File: src/rtl/conway_loader_if.sv
// Row-beat stream into the loader and the committed-board outputs toward the game-of-life core.
// master = upstream row source / board consumer, slave = conway_loader.
interface conway_loader_if #(
    parameter int ROWS = 16,
    parameter int COLS = 16
);
    logic                   s_valid;
    logic                   s_ready;
    logic                   s_sof;
    logic [COLS-1:0]        s_row;
    logic                   load;
    logic [ROWS*COLS-1:0]   data;
    logic                   sync_err;
    logic [15:0]            frame_count;

    modport master (
        output s_valid, s_sof, s_row,
        input  s_ready, load, data, sync_err, frame_count
    );

    modport slave (
        input  s_valid, s_sof, s_row,
        output s_ready, load, data, sync_err, frame_count
    );
endinterface

File: src/rtl/conway_loader.sv
// Assembles one board row per accepted beat and commits the full image in a one-cycle load strobe.
// A start-of-frame beat always restarts assembly at row 0; abandoning a partial frame raises sync_err.
module conway_loader #(
    parameter int ROWS = 16,
    parameter int COLS = 16
) (
    input  logic           clk,
    input  logic           rst,
    conway_loader_if.slave bus
);
    localparam int IDXW = (ROWS > 1) ? $clog2(ROWS) : 1;

    typedef enum logic {
        COLLECT = 1'b0,
        COMMIT  = 1'b1
    } state_t;

    state_t               state_q, state_d;
    logic [IDXW-1:0]      rowIdx_q, rowIdx_d;
    logic [IDXW-1:0]      effRow;
    logic [ROWS*COLS-1:0] buffer_q, buffer_d;
    logic [ROWS*COLS-1:0] data_q, data_d;
    logic [15:0]          frameCount_q, frameCount_d;
    logic                 syncErr_q, syncErr_d;
    logic                 accept;

    // Ready is held low while reset is asserted so beats offered then are never taken.
    assign bus.s_ready     = (state_q == COLLECT) && !rst;
    assign accept          = bus.s_valid && bus.s_ready;
    assign effRow          = bus.s_sof ? '0 : rowIdx_q;

    assign bus.load        = (state_q == COMMIT);
    assign bus.data        = data_q;
    assign bus.sync_err    = syncErr_q;
    assign bus.frame_count = frameCount_q;

    always_comb begin
        state_d      = state_q;
        rowIdx_d     = rowIdx_q;
        buffer_d     = buffer_q;
        data_d       = data_q;
        frameCount_d = frameCount_q;
        syncErr_d    = 1'b0;

        case (state_q)
            COLLECT: begin
                if (accept) begin
                    for (int r = 0; r < ROWS; r++) begin
                        if (effRow == IDXW'(r)) begin
                            buffer_d[r*COLS +: COLS] = bus.s_row;
                        end
                    end
                    syncErr_d = bus.s_sof && (rowIdx_q != '0);
                    // data captures buffer_d so the final row is part of the committed image.
                    if (effRow == IDXW'(ROWS - 1)) begin
                        rowIdx_d     = '0;
                        state_d      = COMMIT;
                        data_d       = buffer_d;
                        frameCount_d = frameCount_q + 16'd1;
                    end else begin
                        rowIdx_d = effRow + IDXW'(1);
                    end
                end
            end
            COMMIT: begin
                state_d = COLLECT;
            end
            default: begin
                state_d = COLLECT;
            end
        endcase
    end

    always_ff @(posedge clk) begin
        if (rst) begin
            state_q      <= COLLECT;
            rowIdx_q     <= '0;
            buffer_q     <= '0;
            data_q       <= '0;
            frameCount_q <= '0;
            syncErr_q    <= 1'b0;
        end else begin
            state_q      <= state_d;
            rowIdx_q     <= rowIdx_d;
            buffer_q     <= buffer_d;
            data_q       <= data_d;
            frameCount_q <= frameCount_d;
            syncErr_q    <= syncErr_d;
        end
    end
endmodule

File: src/flat_wrapper.sv
// flat-port wrapper written by rule: the top's interface ports become plain ports
module conway_loader_flat 
#(
    parameter int ROWS = 16,
    parameter int COLS = 16
)
  (clk, rst, bus_s_valid, bus_s_sof, bus_s_row, bus_s_ready, bus_load, bus_data, bus_sync_err, bus_frame_count);
  conway_loader_if #(.ROWS(ROWS), .COLS(COLS)) bus_i ();
  input  logic clk;
  input  logic rst;
  input wire logic [$bits(bus_i.s_valid)-1:0] bus_s_valid;
  input wire logic [$bits(bus_i.s_sof)-1:0] bus_s_sof;
  input wire logic [$bits(bus_i.s_row)-1:0] bus_s_row;
  output wire logic [$bits(bus_i.s_ready)-1:0] bus_s_ready;
  output wire logic [$bits(bus_i.load)-1:0] bus_load;
  output wire logic [$bits(bus_i.data)-1:0] bus_data;
  output wire logic [$bits(bus_i.sync_err)-1:0] bus_sync_err;
  output wire logic [$bits(bus_i.frame_count)-1:0] bus_frame_count;
  assign bus_i.s_valid = bus_s_valid;
  assign bus_i.s_sof = bus_s_sof;
  assign bus_i.s_row = bus_s_row;
  assign bus_s_ready = bus_i.s_ready;
  assign bus_load = bus_i.load;
  assign bus_data = bus_i.data;
  assign bus_sync_err = bus_i.sync_err;
  assign bus_frame_count = bus_i.frame_count;
  conway_loader #(.ROWS(ROWS), .COLS(COLS)) u_core (.clk(clk), .rst(rst), .bus(bus_i));
endmodule
File: config.mk
export PLATFORM = sky130hd
export DESIGN_NAME = conway_loader_flat
export DESIGN_NICKNAME = d
export VERILOG_FILES = /design/src/rtl/conway_loader_if.sv /design/src/rtl/conway_loader.sv /design/src/flat_wrapper.sv
export SDC_FILE = /design/constraint.sdc
export NUM_CORES = 1
export LEC_CHECK = 0
export ABC_AREA = 1
export CORE_MARGIN = 2
export CORE_UTILIZATION = 55
export CTS_BUF_LIST = sky130_fd_sc_hd__clkbuf_2 sky130_fd_sc_hd__clkbuf_4 sky130_fd_sc_hd__clkbuf_8
export DETAILED_ROUTE_END_ITERATION = 7
export PLACE_DENSITY = 0.83
export SYNTH_ARGS = -nofsm -noshare
export SYNTH_HDL_FRONTEND = slang
export SYNTH_SLANG_ARGS = --single-unit
export TNS_END_PERCENT = 10
File: constraint.sdc
create_clock -name clk -period 2.3 [get_ports clk]
set_input_delay 0.345 -clock clk [delete_from_list [all_inputs] [get_ports clk]]
set_output_delay 0.345 -clock clk [all_outputs]
set_load 0.01 [all_outputs]
# Yosys cells after proc, flatten, opt, wreduce, memory -nomap -nowiden
# Index checks and enable logic that the tools add are counted.
# W data, S select, Z words.
[totals]
ff_bits = 534
[classes]
add_sub_neg = 2
eq_ne = 15
mux = 21
bitwise_logic = 2
n_reduce_logical = 9
[ops]
columns = ["op", "n"]
rows = [
  ["$mux W16", 16],
  ["$eq A4 B4 Y1 const B", 8],
  ["$add A16 B1 Y16 const B", 1],
  ["$eq A4 B3 Y1 const B", 4],
  ["$eq A4 B2 Y1 const B", 2],
  ["$mux W4", 2],
  ["$add A4 B1 Y4 const B", 1],
  ["$eq A4 B1 Y1 const B", 1],
  ["$logic_not A4 Y1", 1],
  ["$reduce_bool A4 Y1", 1],
  ["$logic_and A1 B1 Y1", 3],
  ["$reduce_and A3 Y1", 1],
  ["$reduce_or A3 Y1", 1],
  ["$mux W1", 2],
  ["$not A1 Y1", 2],
  ["$pmux W1 S2", 1],
  ["$reduce_and A2 Y1", 1],
  ["$logic_not A1 Y1", 1],
]

# Depth between registers and ports, before layout
[logic_depth]
depth_word = 5
depth_mapped = 11
mapped_depth_nobuf = 10

# Worst setup path before layout
# Ideal clock, no wire load.
[synth_path]
kind = "flip-flop to flip-flop"
startpoint = "register u_core.rowIdx_q[1]"
endpoint = "register u_core.data_q[53], in the netlist u_core.bus.data[53]"
arrival_time_ns = 1.656
required_time_ns = 2.172
path_slack_ns = 0.516
path_stages_with_launch = 9
cell_sequence = "dfxtp_1 inv_1 nor2_1 ha_1 nand4_2 nor2_4 buf_2 clkbuf_1 a21oi_1"
[synth_between]
elab_chain_len = 3
[synth_rtl]
columns = ["item", "line_no", "source"]
rows = [
  ["start: declaration", "conway_loader.sv:19", "logic [IDXW-1:0] rowIdx_q, rowIdx_d;"],
  ["start signal: assignment", "conway_loader.sv:84", "rowIdx_q <= rowIdx_d;"],
  ["$mux W4 *", "conway_loader.sv:30", "assign effRow = bus.s_sof ? '0 : rowIdx_q;"],
  ["$eq A4 B4 Y1 / $eq A4 B2 Y1 (equally long branches)", "conway_loader.sv:55, conway_loader.sv:49", ""],
  ["$reduce_and A3 Y1 (no source line) / $mux W16 (equally long branches)", "-", ""],
  ["end signal: assignment", "conway_loader.sv:86", "data_q <= data_d;"],
  ["end: declaration", "conway_loader.sv:22", "logic [ROWS*COLS-1:0] data_q, data_d;"],
]
# Every way passes the cells marked *; elsewhere a longest branch is shown, timed or not.
# A chain may end at the register's enable or synchronous reset.

# Final worst setup path
[layout_path]
startpoint = "register u_core.rowIdx_q[0]"
endpoint = "register u_core.data_q[141], in the netlist u_core.bus.data[141]"
[layout_between]
elab_chain_len = 3
[layout_rtl]
columns = ["item", "line_no"]
rows = [
  ["$mux W4 *", "conway_loader.sv:30"],
  ["$eq A4 B4 Y1 (on tied branches)", "conway_loader.sv:55, conway_loader.sv:49"],
  ["$reduce_and A3 Y1 (no source line) / $mux W16 (equally long branches)", "-"],
]
# Marked as above.

==> metrics.md <==
| Metric | Value |
|---|---|
| Busiest grt layer | `met2` |
| Setup violations, final | `0` |
| Vias in the first global route | `roughly 19000` |
| Cell area after layout | `25900 µm²` |
| Final net count | `~3100` |
| GRT overflow | `0` |
| Fin cells | `between 3000 and 4000` |
| Synth top cells by count | `637 x nand2_1, 518 x dfxtp_1, 442 x o21ai_0, 416 x nor2_1, 255 x nand3_1` |
| Worst slew margin | `around 38%` |
| Post-synth top area cell | `dfxtp_1` |
| Top FF cell, synth | `dfxtp_1` |
| Share of cells above drive strength 1 | `7.92%` |
| Leak Pwr | `about 11 nW` |
| Count of unique library cells instantiated by Yosys | `24` |
| Die extent in x | `between 150 and 200 µm` |
| HPWL after DPL | `39000 µm` |
| CP max FO | `51` |
| Area share of xor/xnor cells in the synthesized design | `less than 1%` |
| Antenna violations before repair | `0` |
| Final hold viol count | `0` |
| Largest net degree at the start of global routing | `101` |
| EDFF count, synth | `0` |
| Sequential-to-total area share from yosys stat | `about half` |
| Met3 GRT Util | `around 5.8%` |
| Slew @ Worst Pin | `between 0.9 and 1 ns` |
| Maximum clock frequency | `approximately 470 MHz` |
| Pre-CTS setup slack | `-0.189 ns` |
| Via count | `around 21000` |
| Total CTS buffers | `80` |
| Synth top area cells | `dfxtp_1 50%, nand2_1 12%, o21ai_0 11%` |
| First-pass GRT wire length | `about 99000 µm` |
| Met2 Usage GRT | `approximately 50%` |
| Gr usage total | `about a third` |
| Post-Syn Area | `around 21000 µm²` |
| Cell row count | `70` |
| Maximum vdd drop | `approximately 450 µV` |
| FFs w/ async S/R, synth | `0%` |
| Core area | `around 37000 µm²` |
| Startpoint types | `register` |
| 1st-pass router iterations | `6` |
| Syn nets | `about 2900` |
| Detailed Route WL | `approximately 63000 µm` |
| Area grow syn2layout | `25.9%` |
| Die ar. | `about 39000 µm²` |
| Worst-path clk slew | `roughly 0.060 ns` |
| Multi-input logic area | `roughly 8800 µm²` |
| I/O pins | `roughly 300` |
| Worst-Skew Late Latency | `0.64 ns` |
| Final antenna-violating net count | `0` |
| Hold WC Path Type | `reg -> reg` |
| Pwr Density | `slightly below 700 nW/µm²` |
| Crit Path Class | `reg -> reg` |
| CTS tree | `yes` |
| Adder-cell area share of the yosys netlist | `0.304%` |
| Critical Path RT | `2.86 ns` |
| Simple-Gate Fraction of Synth Area | `between 20% and 30%` |
| GR Util met1 | `41.4%` |
| N_diodes | `0` |
| Outcome | `finished, final reports clean` |
| Clock Tree Buf Depth | `3` |
| Average size of a mapped cell | `7.23 µm²` |
| CTS sink cnt | `roughly 520` |
| Post-Syn Instances | `roughly 2800` |
| CTS Root Cell | `clkbuf_8` |
| Clock Skews | `0.0331 ns` |
| Max Cap Viol | `0` |
| Top cell type's share of synthesized area | `50.4%` |
| Yosys warnings | `0` |
| Placed cell area | `between 20000 and 25000 µm²` |
| Compound-Gate Fraction of Synth Area | `between 10% and 20%` |
| Via/cell ratio | `approximately 5.7` |
| Seq. cell area | `around 10000 µm²` |
| Hold_buf cts | `0` |
| Most common cell in the netlist | `nand2_1` |
| Post-synthesis mux area share | `0%` |
| Minimum clock period | `around 2.1 ns` |
| CTS H-tree depth | `3` |
| Worst Path Arrival | `2.69 ns` |
| Routed len/inst | `between 15 and 20 µm` |
| Initial Utilization | `a little under three fifths` |
| CP endpoint kind | `register` |
| Final Max Tran Viols | `0` |
| Layout fillers | `2841` |
| FF+latch count, synth | `between 500 and 600` |
| Period utilization | `between 90 and 100%` |
| GPL Wtd Cong | `0.850` |
| Dpl cells | `roughly 3500` |
| DRC | `0` |
| DIE HEIGHT | `roughly 200 µm` |
| I/O Buffers | `roughly 290` |
| PnR worst setup slack | `between 0.15 and 0.2 ns` |
| Starting DRT DRC Count | `about 2500` |
| Largest family of logic cells by synthesized area | `simple AND/OR/NAND/NOR gates` |
-- placed cells by master, fill, tap and decap left out --
master,synthesis,layout
a21oi_1,74,74
nor2_1,416,415
clkbuf_4,0,25
dfxtp_1,518,518
xor2_1,1,1
ha_1,5,5
nand2_1,637,637
nor4_1,1,1
clkbuf_16,0,1
nor3_1,2,2
o21ai_0,442,442
nor2_2,1,2
clkinvlp_4,0,2
inv_2,7,4
buf_12,0,37
inv_1,106,106
nand3_1,255,255
nand4_1,9,9
buf_4,3,48
nand2_8,0,1
clkinv_2,0,7
inv_6,0,3
clkbuf_8,0,100
clkdlybuf4s50_1,0,294
inv_8,0,1
nand2_2,4,3
o21ai_1,125,125
bufinv_16,0,1
nand3_2,8,8
nand4_2,1,1
nor2_4,4,4
-- registers in the layout (all words and copies together) (netlist names) --
signal / flops
u_core.buffer_q: 240
u_core.bus.data: 256
u_core.bus.frame_count: 16
u_core.bus.load: 1
u_core.bus.sync_err: 1
u_core.rowIdx_q: 4
-- cell families (layout without fill, tap and decap cells) --
logic type / count (synthesis) / count (layout)
compound gates: 641 / 641
xor+xnor: 1 / 1
fa+ha+maj: 5 / 5
buf+inv: 343 / 629
flops: 518 / 518
simple gates: 1338 / 1338
-- per-stage QoR --
stage	power, mW	util (%)	setup TNS [ns]	hold WS, ns
after floorplan	9.63	-	0	0.414
after global placement	9.95	65.9	0	0.456
after detailed placement	9.96	65.9	-32.57	0.461
after CTS	17.8	70.4	0	0.471
after global routing	18.2	70.5	-0.00369	0.484
final	17.7	70.5	0	0.469
-- worst max-delay path, stage by stage (launching register included) --
cell and delay [ns]:
dfxtp_1 0.35, inv_1 0.07, nor2_1 0.20, ha_1 0.27, nand4_2 0.16, nor2_4 0.27
buf_4 0.22, buf_12 0.22, o21ai_0 0.14, nor2_1 0.12
-- layout make-up --
cell class | instances | share of cell area, %
clock buffers | 125 | 6.04
clock inverters | 11 | 0.343
inverters | 113 | 1.71
multi-input cells | 1985 | 33.9
flip-flops and latches | 518 | 40.1
well taps | 468 | 2.26
repair buffers | 380 | 15.7
-- path summary, 6_finish.rpt --
| path | cells after the start | start | slack (ns) | endpoint |
|---|---|---|---|---|
| worst max-delay path | 9 | u_core.rowIdx_q[0] | 0.17 | u_core.bus.data[141] |
| worst min-delay path | 2 | u_core.buffer_q[140] | 0.47 | u_core.buffer_q[140] |
| worst max register to register | 9 | u_core.rowIdx_q[0] | 0.17 | u_core.bus.data[141] |
| worst min register to register | 2 | u_core.buffer_q[140] | 0.47 | u_core.buffer_q[140] |
-- routing by layer --
layer,share of wire (%),routed length (µm)
met2,45,28500
met1,40,25600
met5,0,0
met3,10,6360
met4,4.6,2930
-- what timing repair did --
item | 4_1_cts | 5_1_grt
endpoints found under the setup margin | 0 | 1
setup buffers | 0 | 1
resized for setup | 0 | 1
-- power by group --
group / switching [mW] / internal, mW
combinational: 0.564 / 0.188
clock: 3.50 / 4.41
sequential: 0.0231 / 9.02
(Power assumes the default switching activity.)
